<file path="config.mk">
export PLATFORM = sky130hd
export DESIGN_NAME = pingpong_aggregator
export DESIGN_NICKNAME = d
export VERILOG_FILES = /design/src/rtl/pingpong_aggregator.sv
export SDC_FILE = /design/constraint.sdc
export NUM_CORES = 1
export LEC_CHECK = 0
export ABC_AREA = 1
export CORE_MARGIN = 3
export CORE_UTILIZATION = 50
export DETAILED_ROUTE_END_ITERATION = 10
export GPL_ROUTABILITY_DRIVEN = 0
export PLACE_DENSITY_LB_ADDON = 0.08
export SKIP_CTS_REPAIR_TIMING = 1
export SLEW_MARGIN = 20
export SYNTH_ARGS = -nofsm -noshare
export SYNTH_HDL_FRONTEND = slang
export SYNTH_SLANG_ARGS = --single-unit
</file>
<file path="constraint.sdc">
create_clock -name clk -period 4.9 [get_ports clk]
set_clock_uncertainty 0.1 [all_clocks]
set_input_delay 0.98 -clock clk [delete_from_list [all_inputs] [get_ports clk]]
set_output_delay 0.98 -clock clk [all_outputs]
set_load 0.05 [all_outputs]
</file>
<file path="src/rtl/pingpong_aggregator.sv">
// Serial-to-parallel packer with two alternating banks: one fills from the input
// stream while the other holds a completed vector until the consumer takes it.
module pingpong_aggregator #(
   parameter int               WIDTH  = 32,
   parameter int               N_OUTS = 4,
   parameter logic [WIDTH-1:0] PAD    = '0,
   localparam int              CW     = $clog2(N_OUTS + 1)
) (
   input  logic                     clk,
   input  logic                     rst,
   input  logic                     in_valid,
   output logic                     in_ready,
   input  logic [WIDTH-1:0]         in,
   input  logic                     flush,
   output logic                     out_valid,
   input  logic                     out_ready,
   output logic [N_OUTS*WIDTH-1:0]  out,
   output logic [CW-1:0]            out_count
);

   localparam int PW = (N_OUTS > 1) ? $clog2(N_OUTS) : 1;

   logic [WIDTH-1:0] bank_r [2][N_OUTS];
   logic [1:0]       full_r;
   logic [CW-1:0]    count_r [2];
   logic             wb_r;
   logic             rb_r;
   logic [PW-1:0]    wptr_r;

   logic             accept_s;
   logic             last_s;
   logic             close_s;
   logic             pop_s;
   logic [CW-1:0]    n_s;

   // in_ready depends only on registered state, never on out_ready or flush
   assign in_ready = !full_r[wb_r];

   // Handshake decode: n_s is the word count the write bank holds after this cycle
   always_comb begin
      accept_s = in_valid && in_ready;
      last_s   = (wptr_r == PW'(N_OUTS - 1));
      n_s      = CW'(wptr_r) + CW'(accept_s);
      pop_s    = full_r[rb_r] && out_ready;
      close_s  = 1'b0;
      if (in_ready) begin
         close_s = (accept_s && last_s) || (flush && (n_s != {CW{1'b0}}));
      end else begin
         close_s = 1'b0;
      end
   end

   // Bank storage, fill pointer and per-bank full/count bookkeeping
   always_ff @(posedge clk) begin
      if (rst) begin
         for (int b = 0; b < 2; b++) begin
            for (int i = 0; i < N_OUTS; i++) begin
               bank_r[b][i] <= {WIDTH{1'b0}};
            end
            count_r[b] <= {CW{1'b0}};
         end
         full_r <= 2'b00;
         wb_r   <= 1'b0;
         rb_r   <= 1'b0;
         wptr_r <= {PW{1'b0}};
      end else begin
         // Slots at or beyond the final count are padded when a vector closes
         for (int i = 0; i < N_OUTS; i++) begin
            if (accept_s && (PW'(i) == wptr_r)) begin
               bank_r[wb_r][i] <= in;
            end else if (close_s && (CW'(i) >= n_s)) begin
               bank_r[wb_r][i] <= PAD;
            end
         end
         if (close_s) begin
            full_r[wb_r]  <= 1'b1;
            count_r[wb_r] <= n_s;
            wb_r          <= !wb_r;
            wptr_r        <= {PW{1'b0}};
         end else if (accept_s) begin
            wptr_r <= wptr_r + PW'(1);
         end
         // A pop always targets the other bank than a close, since close needs !full[wb]
         if (pop_s) begin
            full_r[rb_r] <= 1'b0;
            rb_r         <= !rb_r;
         end
      end
   end

   // Present the read bank as one packed vector
   always_comb begin
      out = {(N_OUTS*WIDTH){1'b0}};
      for (int i = 0; i < N_OUTS; i++) begin
         out[i*WIDTH +: WIDTH] = bank_r[rb_r][i];
      end
      out_valid = full_r[rb_r];
      if (full_r[rb_r]) begin
         out_count = count_r[rb_r];
      end else begin
         out_count = {CW{1'b0}};
      end
   end

endmodule

</file>
# == Word-level counts from Yosys, hierarchy flattened ==
# Memories as Yosys holds them, arrays and structs flattened. A register that Yosys moved wholly into a read port is not among the register bits.
# Index checks and enable logic that the tools add are counted.
# totals
ff_bits,6
ram_bits,262
input_bits,37
output_inout_bits,133
wordCells,110
memories,2
# memory_table
name,depth,width,rd,rd_ports_with_merged_regs,write_ports,line,rtl
bank_r,2,128,1,1,2,23,logic [WIDTH-1:0] bank_r [2][N_OUTS];
count_r,2,3,1,1,2,25,logic [CW-1:0] count_r [2];
# op_classes
n_addsub,2
order_cmp,8
eq_ne,4
muxes,60
bitwise_logic,7
n_reduce_logical,23
# op_table
operator,n
2-to-1 mux 128 bit,1
2-to-1 mux 32 bit,4
OR reduction 128 bit,1
2-to-1 mux 1 bit,47
logical AND 1 bit,14
">= comparator 1 x 3 -> 1 bit, first input constant",2
">= comparator 2 x 3 -> 1 bit, first input constant",2
2-to-1 mux 2 bit,3
2-to-1 mux 3 bit,2
"== test 2 bit, first input constant",2
"< comparator 1 x 2 -> 1 bit, second input constant",2
2-to-1 mux 4 bit,1
bitwise OR 1 bit,4
adder 2 x 1 -> 3 bit,1
logical NOT 1 bit,3
nonzero test 3 bit,1
OR reduction 3 bit,1
"adder 2 x 1 -> 2 bit, second input constant",1
AND 2 bit,1
demux 1 bit (select 1 bit),2
"== test 1 x 2 -> 1 bit, first input constant",1
"== test 2 bit, second input constant",1
">= comparator 1 bit, second input constant",2
logical NOT 2 bit,1
4 further kinds,4

# == Depth between registers and ports, before layout ==
# logic_depth
ltp_word,17
depth_mapped,19
mapped_depth_nobuf,18

# == Least setup slack after synthesis ==
# Ideal clock, no wire load.
# synth_timing
kind,input port to flip-flop
start,in in_valid
end,mem bank_r[1][64] in the netlist's numbering (enable)
arrival_time_ns,4.124
t_required_ns,4.378
path_slack_ns,0.254
path_stages,17
path_buffers,1
path_cell_list,inv_1 > nor2_4 > ha_1 > inv_1 > ha_1 > inv_1 > nand3_1 > nand2_1 > nand2_2 > nand3_4 > o21bai_1 > nor2_1 > nand2_2 > buf_2 > nand2_1 > nand2_1 > nor2_1
# synth_lines
element,line,rtl
"start, declared",11,"input logic in_valid,"
"end, declared",23,

==> flow_summary.ini <==
[power]
total_power_mw = 8.549
p_leak_nw = 6.028
power_density_nw_per_um2 = 572.8
max-vdd-ir-drop_mv = 0.3819

[yosys]
ys_top_cells_by_count = edfxtp_1, nor2_1, mux2_2
async_flop_share_pct = 0
yosysSeqAreaShare_pct = 66.35
yosysWarnings = 0
syn_avg_cell_area_um2 = 12.55
synth_edf_count = 262
synth_top_cell_area_share_pct = 65.19
ys_types = 26
syn_nets = 1006
yosys.area.top_type = edfxtp_1
postSynthCellCount = 962
synth_area_um2 = 12070
synth-seq-cells = 269
synth_area_leaders = edfxtp_1, mux2_2, nor2_1
synth-main-ff-cell = edfxtp_1
yosysMostFrequentCell = edfxtp_1

[grt]
antenna_found_initial = 0
grt_use_met1_pct = 28.43
globalRouteMet3Util_pct = 3.001
gr-usage-met2_pct = 37.34
busiest_layer = met2
grt_pass1_vias = 7548
grt_start_max_net_pins = 98
grt_pass1_wl_um = 43020
overflow = 0
grtUsageTotal_pct = 21.42

[clocking]
clk_latency_ps = 520
clock_path_buffers = 3
cts_buffers = 28
root_buffer = clkbuf_16
clk_pin_slew_ps = 60
cts.sinks = 269
cts_max_level = 1
cts_tree = built

[setup_path]
critPathArrivalTime_ps = 4270
cp_max_fo = 32
path_class = in2reg
crit_required_ps = 4940
end_kind = register
startpoint_type = input pin

[layout]
final_cells = 1465
nFillCells = 1908
drive_gt1_share_pct = 19.02
diodes = 0
final_core_util_pct = 63.21
synthToLayoutAreaGrowth_pct = 23.67
fin_area_um2 = 14930
layout.nets = 1168

[timing]
final.min_clock_period_ps = 4229
layout_setup_ws_ps = 670.5
hold_viol = 0
slew_violations = 0
finalSetupViolCount = 0
fmax_ghz = 0.2364
worstMarginPinSlew_ps = 1081
hold_ws_ps = 415.8
slew_headroom_pct = 27.48
final.setup.tns_ps = 0
fin_crit_sh_pct = 86.32
rsz0062_at_grt = false

[die]
die_height_um = 161.4
start_util_pct = 51.11
die_w_um = 161.4
ios = 170
rows = 56
core_um2 = 23610
dieArea_um2 = 26040

[outcome]
status = finished, final reports clean

[place]
numPortBuffers = 169
dp_hpwl_um = 17980
place_area_um2 = 14050
placed_cells = 1413
place_ws_ps = 54.55

[flow_run]
max_cap_violations = 0

[drt]
first_pass_iters = 5
dr.first_iter.drc_count = 441
vias = 7740
drc = 0
drt_wl_total_um = 28190
via_per_inst = 5.283
ant_nets = 0
wl_per_cell_um = 19.24

[hold_path]
hold_class = reg2reg
-- metal layers --
layer | part of all wire, % | vias up | routed length [um]
met5 | 0 | - | 0
met4 | 2.4 | 0 | 690
met3 | 5.5 | 39 | 1563
met2 | 51 | 247 | 14360
met1 | 41 | 3814 | 11580
li1 | - | 3640 | -
-- worst max-delay path: stages --
cell and delay (ps):
clkdlybuf4s50_1 490, inv_1 70, nor2_4 200, ha_1 210, inv_1 50, ha_1 280
inv_1 100, nand3_1 100, nand2_1 90, nand2_2 100, nand3_4 110, o21ai_1 130
nor2_1 220, nand2_4 110, nand2_1 90, inv_1 100, nor2_4 820
-- final timing paths --
path | start | endpoint | slack (ps) | cells after the start
setup / recovery | in_valid | bank_r[1][73] | 670 | 17
hold / removal | full_r[1] | full_r[1] | 420 | 2
setup reg to reg | wb_r | bank_r[1][73] | 930 | 18
hold reg to reg | full_r[1] | full_r[1] | 420 | 2
-- area by class of cell --
class	count	area, um^2	share of cell area [%]
timing repair buffer	189	1858	12.45
clock buffer	39	763.2	5.114
tap	319	399.1	2.674
inverter	121	454.2	3.043
sequential	269	8011	53.68
clock inverter	13	108.9	0.7293
multi-input combinational	515	3331	22.32
-- report_power, final --
part,total (mW),switching (mW),internal (mW)
Clock,2.01,0.827,1.19
Combinational,3.08,2.17,0.912
Sequential,3.46,0.152,3.30
-- cells by family (layout without fill, tap and decap cells) --
logic type / Yosys count / after routing / share of synthesized area, %
adder cells (fa/ha/maj): 7 / 7 / 0.7257
AND/OR/NAND/NOR: 363 / 363 / 13.80
multiplexers: 131 / 131 / 12.22
AO/OA/AOI/OAI: 14 / 14 / 0.6842
buffers and inverters: 178 / 362 / 6.220
flip-flops: 269 / 269 / 66.35
-- cells in the final DEF, fill, tap and decap left out, types with 2 or more instances in the layout --
cell type,n
edfxtp_1,262
buf_4,18
clkbuf_16,29
inv_1,117
clkdlybuf4s50_1,169
nor2_1,177
nand3_1,115
inv_2,3
nor2_4,3
clkbuf_1,10
o21ai_0,2
ha_1,7
o21ai_1,2
nand3_2,19
nand2_2,2
dfxtp_1,6
clkinv_2,3
a21oi_1,6
o21bai_1,2
clkinv_1,8
bufinv_16,2
nand2_1,43
mux2_2,131
-- sequential cells by signal (all words and copies together) (netlist names), named ones only --
name and count:
bank_r 256, count_r 6, full_r 2, rb_r 1, wb_r 1, wptr_r 2
(Power assumes the default switching activity.)
